File: src/rtl/wave_meter.sv
// rtl/wave_meter.sv - periodic waveform meter: hysteretic level crossing, period and min/max/p-p per period
// Windows run from one rising crossing (inclusive) to the next; a full counter without a crossing reports no_signal.
module wave_meter #(
   parameter int DW   = 8,
   parameter int CW   = 16,
   parameter int HYST = 4
) (
   input  logic          clk,
   input  logic          rst_n,
   input  logic          smp_valid,
   input  logic [DW-1:0] smp_data,
   input  logic [DW-1:0] level,
   output logic          meas_valid,
   output logic [CW-1:0] period,
   output logic [DW-1:0] vmax,
   output logic [DW-1:0] vmin,
   output logic [DW-1:0] vpp,
   output logic          no_signal
);

   typedef enum logic {SEEK, MEAS} state_t;

   localparam logic [CW-1:0] CNT_MAX = '1;
   localparam logic [DW-1:0] HYST_V  = DW'(HYST);

   state_t        state;
   logic          armed;
   logic [CW-1:0] cnt;
   logic [DW-1:0] cur_max;
   logic [DW-1:0] cur_min;

   logic [DW-1:0] thr;
   logic          crossing;
   logic          timeout;

   // Threshold saturates at zero so small levels never wrap to a huge arm point.
   always_comb begin
      thr      = (level >= HYST_V) ? (level - HYST_V) : '0;
      crossing = armed && (smp_data >= level);
      timeout  = (state == MEAS) && !crossing && (cnt == CNT_MAX);
   end

   always_ff @(posedge clk or negedge rst_n) begin
      if (!rst_n) begin
         state      <= SEEK;
         armed      <= 1'b0;
         cnt        <= '0;
         cur_max    <= '0;
         cur_min    <= '0;
         meas_valid <= 1'b0;
         period     <= '0;
         vmax       <= '0;
         vmin       <= '0;
         vpp        <= '0;
         no_signal  <= 1'b0;
      end else begin
         meas_valid <= 1'b0;
         if (smp_valid) begin
            if (crossing || timeout) begin
               armed <= 1'b0;
            end else if (smp_data <= thr) begin
               armed <= 1'b1;
            end

            if (crossing) begin
               // The crossing sample closes the old window and opens the next one.
               if (state == MEAS) begin
                  period     <= cnt;
                  vmax       <= cur_max;
                  vmin       <= cur_min;
                  vpp        <= cur_max - cur_min;
                  meas_valid <= 1'b1;
                  no_signal  <= 1'b0;
               end
               state   <= MEAS;
               cnt     <= CW'(1);
               cur_max <= smp_data;
               cur_min <= smp_data;
            end else if (timeout) begin
               no_signal <= 1'b1;
               state     <= SEEK;
            end else if (state == MEAS) begin
               cnt <= cnt + CW'(1);
               if (smp_data > cur_max) cur_max <= smp_data;
               if (smp_data < cur_min) cur_min <= smp_data;
            end
         end
      end
   end

endmodule
File: config.mk
export PLATFORM = sky130hd
export DESIGN_NAME = wave_meter
export DESIGN_NICKNAME = d
export VERILOG_FILES = /design/src/rtl/wave_meter.sv
export SDC_FILE = /design/constraint.sdc
export NUM_CORES = 1
export LEC_CHECK = 0
export BUFFER_PORTS_ARGS = -buffer_cell sky130_fd_sc_hd__buf_2
export CAP_MARGIN = 30
export CORE_MARGIN = 3
export CORE_UTILIZATION = 49
export DETAILED_ROUTE_END_ITERATION = 16
export GPL_ROUTABILITY_DRIVEN = 0
export PLACE_DENSITY = 0.7
export SYNTH_ARGS = -nofsm -noshare
export SYNTH_HDL_FRONTEND = slang
export SYNTH_SLANG_ARGS = --single-unit
File: constraint.sdc
create_clock -name clk -period 2.56 [get_ports clk]
set_input_delay 0 -clock clk [delete_from_list [all_inputs] [get_ports clk]]
set_output_delay 0 -clock clk [all_outputs]
set_load 0.005 [all_outputs]
==> Implementation_results.wiki, run 1 <==
{| class="wikitable"
! Metric !! Value
|-
| Count of final max-slew check failures || 0
|-
| Run status || finished, final reports clean
|-
| Aggregate global-route resource usage || between 10% and 20%
|-
| Static leakage || about 0.0025 uW
|-
| Via count of the first global-routing pass || 3,191
|-
| Setup slack after layout || roughly 0.18 ns
|-
| Worst-path fanout max || 8
|-
| Maximum frequency from static timing analysis || between 400 and 500 MHz
|-
| CTS max path bufs || 2
|-
| Crit Path Class || primary input to register
|-
| First-pass detailed-route iteration total || 5
|-
| Largest voltage drop on the vdd net || around 340 uV
|-
| Fill cells || roughly 730
|-
| Number of antenna violations at the first check in global routing || 0
|-
| Setup repair after global routing missed its margin || no
|-
| Clock transition at the registers of the reported paths || 0.08 ns
|-
| Commonest cells after routing, fill and taps aside || dfrtp_1, buf_2, nand2_1
|-
| Post-CTS Repair Setup Buffers || 0
|-
| TritonCTS clock tree || yes
|-
| Smallest hold slack || 0.0153 ns
|-
| Routed wire length per instance || 15.0 um
|-
| Aggregate routed wire length || between 8 and 9 mm
|-
| Number of standard cells in the layout, taps in and fillers out || 577
|-
| Data arrival time of the worst path || about 2.6 ns
|-
| Layout cells sized above 1 || 25.6%
|-
| Flip-flop and latch count after synthesis || 76
|-
| Number of nets with antenna violations after detailed routing || 0
|-
| Element type at the critical path end || register
|-
| TritonCTS buffer count || 9
|-
| Detailed Route Iter0 Violations || 143
|-
| Startpoint type of the worst setup path || primary input
|-
| Final setup fails || 0
|-
| Number of nets in the final layout || 528
|-
| Post-synthesis async set-or-reset flop share || 100%
|-
| Die outline area || 0.00970 mm2
|-
| Std-Cell Core Area || ~0.0083 mm2
|-
| Warning count from the yosys run || 0
|-
| Final routed DRC violation total || 0
|-
| Fraction of the cycle the final worst path needs || between 90 and 100%
|-
| HPWL reported at the end of detailed placement || around 6.6 mm
|-
| Setup total negative slack || 0 ns
|-
| Tightest slew margin relative to the limit || about two thirds
|-
| Skew-Pair Late Insertion Delay || 0.35 ns
|-
| Post-Place Setup Slack || 0.254 ns
|-
| Clock sink total || 76
|-
| Count of flip-flops with a built-in enable after synthesis || 0
|-
| Rows || 33
|-
| Via density || 5.30
|-
| Area of placed instances || 0.00463 mm2
|-
| Clock H-tree levels || 3
|-
| Cell total after placement || roughly 560
|-
| Clock Skews || ~0.013 ns
|-
| Total of max-cap violations || 0
|-
| Mapped cell area || approximately 0.0042 mm2
|-
| Worst min path class || primary input to register
|-
| Time the final worst path needs with I/O delays and setup || 2.38 ns
|-
| # port buffers || 60
|-
| Synth cell types || 50
|-
| Required time of the worst setup path || 2.79 ns
|-
| Proportion of synthesized chip area in sequential cells || 45.4%
|-
| Largest net degree at the start of global routing || 77
|-
| Global route overflow || 0
|-
| Chip height || between 90 and 100 um
|-
| Antenna Cells || 0
|-
| Total nets after synthesis || about 460
|-
| Area Overhead vs Synth || 16.7%
|-
| P per Cell Area || around 930 mW/mm2
|-
| Root cell of the clock tree || clkbuf_8
|-
| Syn avg cell area || ~11 um2
|-
| Number of standard cells after synthesis || 395
|-
| Total number of vias || between 3,000 and 4,000
|-
| Die width || a little under 100 um
|-
| Initial core utilization || between 50% and 60%
|-
| Actual transition at the worst max-transition pin || 0.499 ns
|-
| Commonest non-fill, non-tap cell in the layout || dfrtp_1
|-
| Final instance area || ~0.0049 mm2
|-
| Number of I/O pins || between 60 and 70
|-
| First-pass GRT wire length || between 15 and 20 mm
|-
| Main flop type after synthesis || dfrtp_1
|-
| Final hold violation count || 0
|}
-- path summary, 6_finish.rpt --
kind	slack [ns]	endpoint	startpoint	cells past startpoint
min	0.02	cur_max[3]	smp_data[3]	2
min reg2reg	0.48	vmin[2]	vmin[2]	2
max	0.18	cur_min[3]	smp_data[6]	8
max reg2reg	0.29	cur_max[6]	cnt[0]	7
max in group asynchronous	1.87	vpp[0]	rst_n	3
min in group asynchronous	0.13	vpp[5]	rst_n	2
-- cells by family after synthesis --
kind of cell               after synthesis  share of synthesized area (%)
AOI/OAI and AO/OA                       73                           12.0
xor gates and xnor gates                20                           4.18
DFF                                     76                           45.4
buffers and inverters                   36                           3.52
muxes                                   33                           8.84
adders and majority gates               42                           12.7
and+or+nand+nor                        115                           13.3
-- cells in the mapped netlist (all sizes together) (5+ instances only) --
cell    number  area, um2
xor2        12        105
a21oi       14       92.6
o21ai       32        160
nand4        9       56.3
nand2       43        161
dfrtp       76       1900
xnor2        8       70.1
a21o         5       37.5
nor2        24       90.1
and2         5       31.3
inv         28        105
nor2b        5       31.3
ha          41        513
clkbuf       5       18.8
nor3         6       30.0
mux2        32        360
nand3        5       25.0
-- flip-flops by register name, indices dropped and copies added, names as in the netlist --
signal	count
cur_min	8
cur_max	8
no_signal	1
meas_valid	1
period	16
state	1
vmax	8
armed	1
vpp	8
cnt	16
vmin	8
-- timing repair --
action | 4_1_cts | 5_1_grt
hold endpoints to repair | 83 | 0
setup endpoints to repair | 0 | 15
hold buffers | 5 | 0
gates resized for setup | 0 | 3
-- metal layers --
metal  GRT usage (%)  wire, um  up-vias
met2            31.1      3970       72
met4            5.46       112        0
met1            27.1      4230     1446
met5               0         0        -
met3            4.39       342       12
li1                -         -     1529
-- through the flow --
stage | total power (uW) | utilization, %
floorplan | 3110 | -
detailed placement | 3760 | 56.0
finish | 4570 | 59.2
CTS | 4630 | 58.8
global placement | 3660 | 56.0
global route | 5010 | 59.2
-- where the power goes --
part | internal (uW) | switching [uW]
clock | 363 | 475
sequential | 1570 | 252
combinational | 929 | 980
-- cell type report --
cell class	instances	area, um2	share of cell area [%]
multi-input cells	283	2150	44.1
flip-flops and latches	76	1900	38.9
repair buffers	69	415	8.50
well taps	105	131	2.69
clock buffers	9	124	2.53
inverters	28	105	2.15
clock inverters	7	57.6	1.18
-- critical path, stage by stage --
cell           delay (ns)
dlygate4sd3_1        0.53
buf_2                0.17
ha_1                 0.31
a21o_1               0.18
a221o_1              0.41
o211a_2              0.34
a31oi_4              0.30
mux2_2               0.38
Power figures use the tool's default switching activity.
==> run 2, diff against run 1 <==
--- a/config.mk
+++ b/config.mk
@@ -8,10 +8,10 @@
 export BUFFER_PORTS_ARGS = -buffer_cell sky130_fd_sc_hd__buf_2
 export CAP_MARGIN = 30
 export CORE_MARGIN = 3
-export CORE_UTILIZATION = 49
+export CORE_UTILIZATION = 45
 export DETAILED_ROUTE_END_ITERATION = 16
 export GPL_ROUTABILITY_DRIVEN = 0
-export PLACE_DENSITY = 0.7
+export PLACE_DENSITY = 0.65
 export SYNTH_ARGS = -nofsm -noshare
 export SYNTH_HDL_FRONTEND = slang
 export SYNTH_SLANG_ARGS = --single-unit
==> run 2 against run 1 <==
Compared with the run above:
- count of clock-buffer cells in the layout is 1 higher
- die area is 8.3% higher
- maximum frequency is 1.1% lower
- final cell count is 1.0% higher
- global-route usage is 1.8 points lower
- combinational power hardly changed
- clock skew is 0.00060 ns lower
- clock power is 31% higher
- first-iteration DRC count is 53% lower
- total power is 5.3% higher
- largest cell class unchanged
==> Implementation_results.wiki, run 2 (same netlist as run 1, synthesis figures left out) <==
{| class="wikitable"
! Metric !! Value
|-
| Data arrival time of the worst path || 2.64 ns (+0.02 ns)
|-
| # port buffers || 60 (unchanged)
|-
| Startpoint of the worst register-to-register path || cnt[0]
|-
| P per Cell Area || 967 mW/mm2 (+3.5%)
|-
| Fraction of the cycle the final worst path needs || 94.1% (+1.1 points)
|-
| Setup repair after global routing missed its margin || no
|-
| Count of final max-slew check failures || 0 (unchanged)
|-
| Portion of total power attributed to sequential cells || 37.7% (-2.2 points)
|-
| Post-Place Setup Slack || 0.270 ns (+0.0163 ns)
|-
| Root cell of the clock tree || clkbuf_8
|-
| Commonest cells after routing, fill and taps aside || dfrtp_1, buf_2, nand2_1
|-
| Slowest stage delay, CP || 0.53 ns (about the same)
|-
| Tightest slew margin relative to the limit || 66.4% (-0.13 points)
|-
| Required time of the worst setup path || 2.79 ns (about the same)
|-
| Time the final worst path needs with I/O delays and setup || 2.41 ns (+0.0271 ns)
|-
| Worst Reg-to-Reg Cells || 7 (unchanged)
|-
| Final hold violation count || 0 (unchanged)
|-
| Routed wire length per instance || 14.2 um (-5.0%)
|-
| Logic pwr share || 39.5% (-2.3 points)
|-
| TritonCTS buffer count || 9 (unchanged)
|-
| Detailed Route Iter0 Violations || 67 (-53%)
|-
| Area of combinational cells with multiple inputs || 0.00215 mm2 (-0.23%)
|-
| Run status || finished, final reports clean
|-
| Number of nets with antenna violations after detailed routing || 0 (unchanged)
|-
| HPWL reported at the end of detailed placement || 6.38 mm (-3.0%)
|-
| Worst setup slack for register-to-register paths || 0.33 ns (+0.04 ns)
|-
| Final setup fails || 0 (unchanged)
|-
| First-pass detailed-route iteration total || 4 (-1)
|-
| Worst setup endpoint || cur_min[4]
|-
| Cell total after placement || 558 (+0.54%)
|-
| Crit Path Class || primary input to register
|-
| Number of antenna violations at the first check in global routing || 0 (unchanged)
|-
| Crit path max-delay cell type || dlygate4sd3_1
|-
| Initial core utilization || 47.1% (-3.6 points)
|-
| Net switching component of the power || 1660 uW (-3.0%)
|-
| Aggregate routed wire length || 8.30 mm (-4.0%)
|-
| Register area || 0.00190 mm2 (unchanged)
|-
| Skew-Pair Late Insertion Delay || 0.36 ns (about the same)
|-
| CTS max path bufs || 2 (unchanged)
|-
| Overall power consumption || 4810 uW (+5.3%)
|-
| Startpoint type of the worst setup path || primary input
|-
| Maximum frequency from static timing analysis || 415 MHz (-1.1%)
|-
| Global route overflow || 0 (unchanged)
|-
| Via count of the first global-routing pass || 3,068 (-3.9%)
|-
| Smallest hold slack || 0.00812 ns (-0.00720 ns)
|-
| Total of max-cap violations || 0 (unchanged)
|-
| Setup slack after layout || 0.150 ns (-0.0271 ns)
|-
| Die width || 102 um (+4.1%)
|-
| Layout cells sized above 1 || 25.1% (-0.58 points)
|-
| Clock H-tree levels || 3 (unchanged)
|-
| Via density || 5.22 (-1.6%)
|-
| Die outline area || 0.0105 mm2 (+8.3%)
|-
| Startpoint of the worst hold path || smp_data[7]
|-
| Ordered list of cells on the worst path || dlygate4sd3_1 > buf_2 > inv_2 > ha_1 > nand2b_4 > a2111oi_4 > nor3_1 > o211a_1 > a31oi_4 > mux2_2
|-
| Antenna Cells || 0 (unchanged)
|-
| Chip height || 102 um (+4.1%)
|-
| Std-Cell Core Area || 0.00889 mm2 (+7.7%)
|-
| Endpoint of the lowest-slack register-to-register path || cur_max[1]
|-
| Area Overhead vs Synth || 18.7%
|-
| Static leakage || 0.00253 uW (+2.3%)
|-
| First-pass GRT wire length || 14.6 mm (-4.7%)
|-
| Fill cells || 813 (+11%)
|-
| Clock transition at the registers of the reported paths || 0.07 ns (about the same)
|-
| Clock sink total || 76 (unchanged)
|-
| Total number of vias || 3,041 (-0.59%)
|-
| Largest net degree at the start of global routing || 77 (unchanged)
|-
| Commonest non-fill, non-tap cell in the layout || dfrtp_1
|-
| Aggregate global-route resource usage || 17.7% (-1.8 points)
|-
| Worst min path class || primary input to register
|-
| Number of standard cells in the layout, taps in and fillers out || 583 (+1.0%)
|-
| Rows || 34 (+3.0%)
|-
| Number of I/O pins || 61 (unchanged)
|-
| Number of nets in the final layout || 531 (+0.57%)
|-
| TritonCTS clock tree || yes
|-
| Element type at the critical path end || register
|-
| Clock Skews || 0.0122 ns (-0.000605 ns)
|-
| Fraction of power spent switching nets || 34.4% (-2.9 points)
|-
| Portion of total power attributed to the clock network || 22.8% (+4.5 points)
|-
| Actual transition at the worst max-transition pin || 0.501 ns (+0.00190 ns)
|-
| Worst-path fanout max || 8 (unchanged)
|-
| Registers with the most flip-flops || cnt: 16 flops, period: 16 flops
|-
| Largest voltage drop on the vdd net || 352 uV (+4.4%)
|-
| Internal power || 3160 uW (+10%)
|-
| Critical path launch point || smp_data[0]
|-
| Final routed DRC violation total || 0 (unchanged)
|-
| Setup total negative slack || 0 ns (unchanged)
|}
-- run 2: cell count changes in the layout (fill, tap and decap cells not counted), sizes merged, moves of 2 or more --
cell / previous run / this run
bufinv: 0 / 3
clkinv: 1 / 3
clkinvlp: 3 / 0
dlygate4sd3: 5 / 7
inv: 31 / 28
-- run 2: how the worst min path moves through the flow --
stage,to,slack [ns],cells past startpoint
2_1_floorplan,armed,-0.30,0
3_3_place_gp,vpp[6],0.20,1
3_5_place_dp,vpp[6],0.21,1
4_1_cts,cur_min[7],0.004,2
5_1_grt,cur_max[4],0.02,2
6_report,cur_max[7],0.008,2
-- run 2: critical path, delay by kind of cell --
kind,cells,cell delay [ns]
and+or+nand+nor,2,0.30
adders and majority gates,1,0.24
muxes,1,0.38
AOI/OAI and AO/OA,3,0.97
buffers and inverters,3,0.76
-- run 2: timing repair --
action / CTS / global route
hold buffers: 7 / 0
setup buffers: 0 / 1
endpoints found under the setup margin: 0 / 15
resized for setup: 0 / 1
hold endpoints to repair: 84 / 0
-- run 2: area by class of cell --
cell class	count	area share, %
Inverter	28	2.11
Clock inverter	6	2.26
Sequential cell	76	38.2
Timing Repair Buffer	72	8.90
Multi-Input combinational cell	283	43.2
Tap cell	108	2.72
Clock buffer	10	2.57
-- run 2: per-stage QoR --
step           util (%)  cell area (um2)
3_3_place_gp       52.1             4630
3_5_place_dp       52.1             4630
5_1_grt            56.0             4970
2_1_floorplan         -             4190
6_report           56.0             4970
4_1_cts            55.6             4940
-- run 2: per-layer routing --
metal,vias up,track usage [%],wire length [um]
met5,-,0,0
met4,0,6.05,120
met3,12,3.59,374
met2,55,27.2,3660
met1,1434,25.2,4150
li1,1540,-,-
-- run 2: power groups by stage --
stage / Sequential [uW] / Clock (uW) / Combinational [uW]
floorplan: 1810 / 0 / 1300
global placement: 1830 / 0 / 1840
detailed placement: 1850 / 0 / 1900
CTS: 1820 / 1120 / 1920
global route: 1870 / 1170 / 2220
finish: 1810 / 1100 / 1900
==> run 3, diff against run 2 <==
--- a/config.mk
+++ b/config.mk
@@ -11,7 +11,8 @@
 export CORE_UTILIZATION = 45
 export DETAILED_ROUTE_END_ITERATION = 16
 export GPL_ROUTABILITY_DRIVEN = 0
-export PLACE_DENSITY = 0.65
+export PLACE_DENSITY = 0.62
+export REMOVE_ABC_BUFFERS = 1
 export SYNTH_ARGS = -nofsm -noshare
 export SYNTH_HDL_FRONTEND = slang
 export SYNTH_SLANG_ARGS = --single-unit
==> run 3 against run 2 <==
Compared with the run above:
- maximum frequency down 2.2%
- utilization up 0.070 points
- critical path depth unchanged
- wire length down 0.42%
- sequential power about the same
- via count about the same
- register-to-register slack about the same
- sequential cell count unchanged
- critical path type unchanged
- global-route usage down 0.90 points
- hold slack better by 0.0049 ns
- clock power about the same
- count of clock-buffer cells in the layout down 1
==> Implementation_results.wiki, run 3 (same netlist as run 1, synthesis figures left out) <==
{| class="wikitable"
! Metric !! Value
|-
| Chip height || 102 um (unchanged)
|-
| Fraction of the cycle the final worst path needs || 96.3% (+2.2 points)
|-
| Rows || 34 (unchanged)
|-
| Root cell of the clock tree || clkbuf_8
|-
| Clock transition at the registers of the reported paths || 0.07 ns (about the same)
|-
| First-pass GRT wire length || 13.7 mm (-6.2%)
|-
| Aggregate routed wire length || 8.27 mm (-0.42%)
|-
| Clock H-tree levels || 3 (unchanged)
|-
| Commonest non-fill, non-tap cell in the layout || dfrtp_1
|-
| Worst setup slack for register-to-register paths || 0.34 ns (about the same)
|-
| Setup repair after global routing missed its margin || no
|-
| Number of I/O pins || 61 (unchanged)
|-
| Tightest slew margin relative to the limit || 67.3% (+0.90 points)
|-
| Skew-Pair Late Insertion Delay || 0.35 ns (about the same)
|-
| Startpoint type of the worst setup path || primary input
|-
| Worst min path class || primary input to register
|-
| Post-CTS resize count || 0 (unchanged)
|-
| Cell total after placement || 559 (+0.18%)
|-
| Data arrival time of the worst path || 2.69 ns (+0.05 ns)
|-
| Final hold violation count || 0 (unchanged)
|-
| TritonCTS buffer count || 9 (unchanged)
|-
| CTS max path bufs || 2 (unchanged)
|-
| Static leakage || 0.00254 uW (+0.21%)
|-
| Count of final max-slew check failures || 0 (unchanged)
|-
| Via density || 5.22 (about the same)
|-
| Number of nets with antenna violations after detailed routing || 0 (unchanged)
|-
| Largest net degree at the start of global routing || 77 (unchanged)
|-
| Number of standard cells in the layout, taps in and fillers out || 583 (unchanged)
|-
| Largest voltage drop on the vdd net || 368 uV (+4.5%)
|-
| Detailed Route Iter0 Violations || 87 (+30%)
|-
| Layout cells sized above 1 || 24.8% (-0.21 points)
|-
| Aggregate global-route resource usage || 16.9% (-0.90 points)
|-
| Clock Skews || 0.0112 ns (-0.000976 ns)
|-
| Actual transition at the worst max-transition pin || 0.487 ns (-0.0142 ns)
|-
| Post-CTS Repair Setup Buffers || 0 (unchanged)
|-
| Registers with the most flip-flops || cnt: 16 flops, period: 16 flops
|-
| First-pass detailed-route iteration total || 4 (unchanged)
|-
| Smallest hold slack || 0.0130 ns (+0.00489 ns)
|-
| Antenna Cells || 0 (unchanged)
|-
| Run status || finished, final reports clean
|-
| Setup slack after layout || 0.0947 ns (-0.0552 ns)
|-
| Global route overflow || 0 (unchanged)
|-
| Total of max-cap violations || 0 (unchanged)
|-
| Final setup fails || 0 (unchanged)
|-
| Area Overhead vs Synth || 18.9%
|-
| Clock sink total || 76 (unchanged)
|-
| Final routed DRC violation total || 0 (unchanged)
|-
| TritonCTS clock tree || yes
|-
| Post-Place Setup Slack || 0.287 ns (+0.0167 ns)
|-
| P per Cell Area || 961 mW/mm2 (-0.66%)
|-
| Worst-path fanout max || 8 (unchanged)
|-
| Total number of vias || 3,042 (+0.033%)
|-
| Commonest cells after routing, fill and taps aside || dfrtp_1, buf_2, nand2_1
|-
| Number of nets in the final layout || 532 (+0.19%)
|-
| Initial core utilization || 47.1% (unchanged)
|-
| Routed wire length per instance || 14.2 um (-0.42%)
|-
| Element type at the critical path end || register
|-
| # port buffers || 60 (unchanged)
|-
| Die outline area || 0.0105 mm2 (unchanged)
|-
| Std-Cell Core Area || 0.00889 mm2 (unchanged)
|-
| Time the final worst path needs with I/O delays and setup || 2.47 ns (+0.0552 ns)
|-
| Via count of the first global-routing pass || 2,834 (-7.6%)
|-
| Maximum frequency from static timing analysis || 406 MHz (-2.2%)
|-
| HPWL reported at the end of detailed placement || 6.22 mm (-2.5%)
|-
| Number of antenna violations at the first check in global routing || 0 (unchanged)
|-
| Required time of the worst setup path || 2.79 ns (about the same)
|-
| Fill cells || 787 (-3.2%)
|-
| Die width || 102 um (unchanged)
|-
| Crit Path Class || primary input to register
|}
## run 3: cell count changes in the layout (fill, tap and decap cells not counted), sizes merged
| cell | delta |
|---|---|
| inv | +1 |
| dlygate4sd3 | +1 |
| clkinv | -1 |
| clkbuf | -1 |
## run 3: metal layers
layer | track usage [%] | up-vias | part of all wire, % | wire [um]
met5 | 0 | - | 0 | 0
met4 | 5.45 | 0 | 1.4 | 116
met3 | 4.06 | 8 | 4.3 | 356
met2 | 24.6 | 63 | 44 | 3670
met1 | 24.7 | 1431 | 50 | 4130
li1 | - | 1540 | - | -
## run 3: power breakdown
part	internal, uW	switching, uW
clock	646	460
combinational	930	940
sequential	1570	238
## run 3: path summary, 6_finish.rpt
check                            start    endpoint  depth (start not counted)
max                        smp_data[0]  cur_min[0]                         10
min                        smp_data[1]  cur_max[1]                          2
max reg2reg                 cur_max[1]  cur_max[2]                          8
min reg2reg                    vmax[3]     vmax[3]                          2
max in group asynchronous        rst_n     vmin[0]                          4
min in group asynchronous        rst_n  period[11]                          3
## run 3: repair_timing
action                                  4_1_cts  5_1_grt
hold endpoints to repair                     87        3
hold buffers                                  7        1
endpoints found under the setup margin        0        4
## run 3: metrics by stage
stage / utilization, % / cell area [um2] / power, uW / setup TNS [ns]
5_1_grt: 56.0 / 4980 / 5210 / 0
6_report: 56.0 / 4980 / 4790 / 0
3_3_place_gp: 52.2 / 4640 / 3660 / 0
3_5_place_dp: 52.2 / 4640 / 3720 / 0
4_1_cts: 55.6 / 4940 / 4840 / 0
2_1_floorplan: - / 4150 / 3090 / -5.67
## run 3: layout make-up
class                      count  area [um2]  area share (%)
inverter                      28         105            2.11
clock inverter                 6         113            2.26
sequential                    76        1900            38.2
tap                          108         135            2.71
clock buffer                   9         124            2.49
timing repair buffer          73         453            9.09
multi-input combinational    283        2150            43.2
## run 3: critical path, cell delays in order
cell and delay [ns]:
dlygate4sd3_1 0.54, buf_2 0.13, inv_1 0.13, ha_1 0.25
nand2b_4 0.14, a2111oi_4 0.33, nor3_1 0.15, o211a_1 0.31
a31oi_4 0.32, mux2_2 0.37
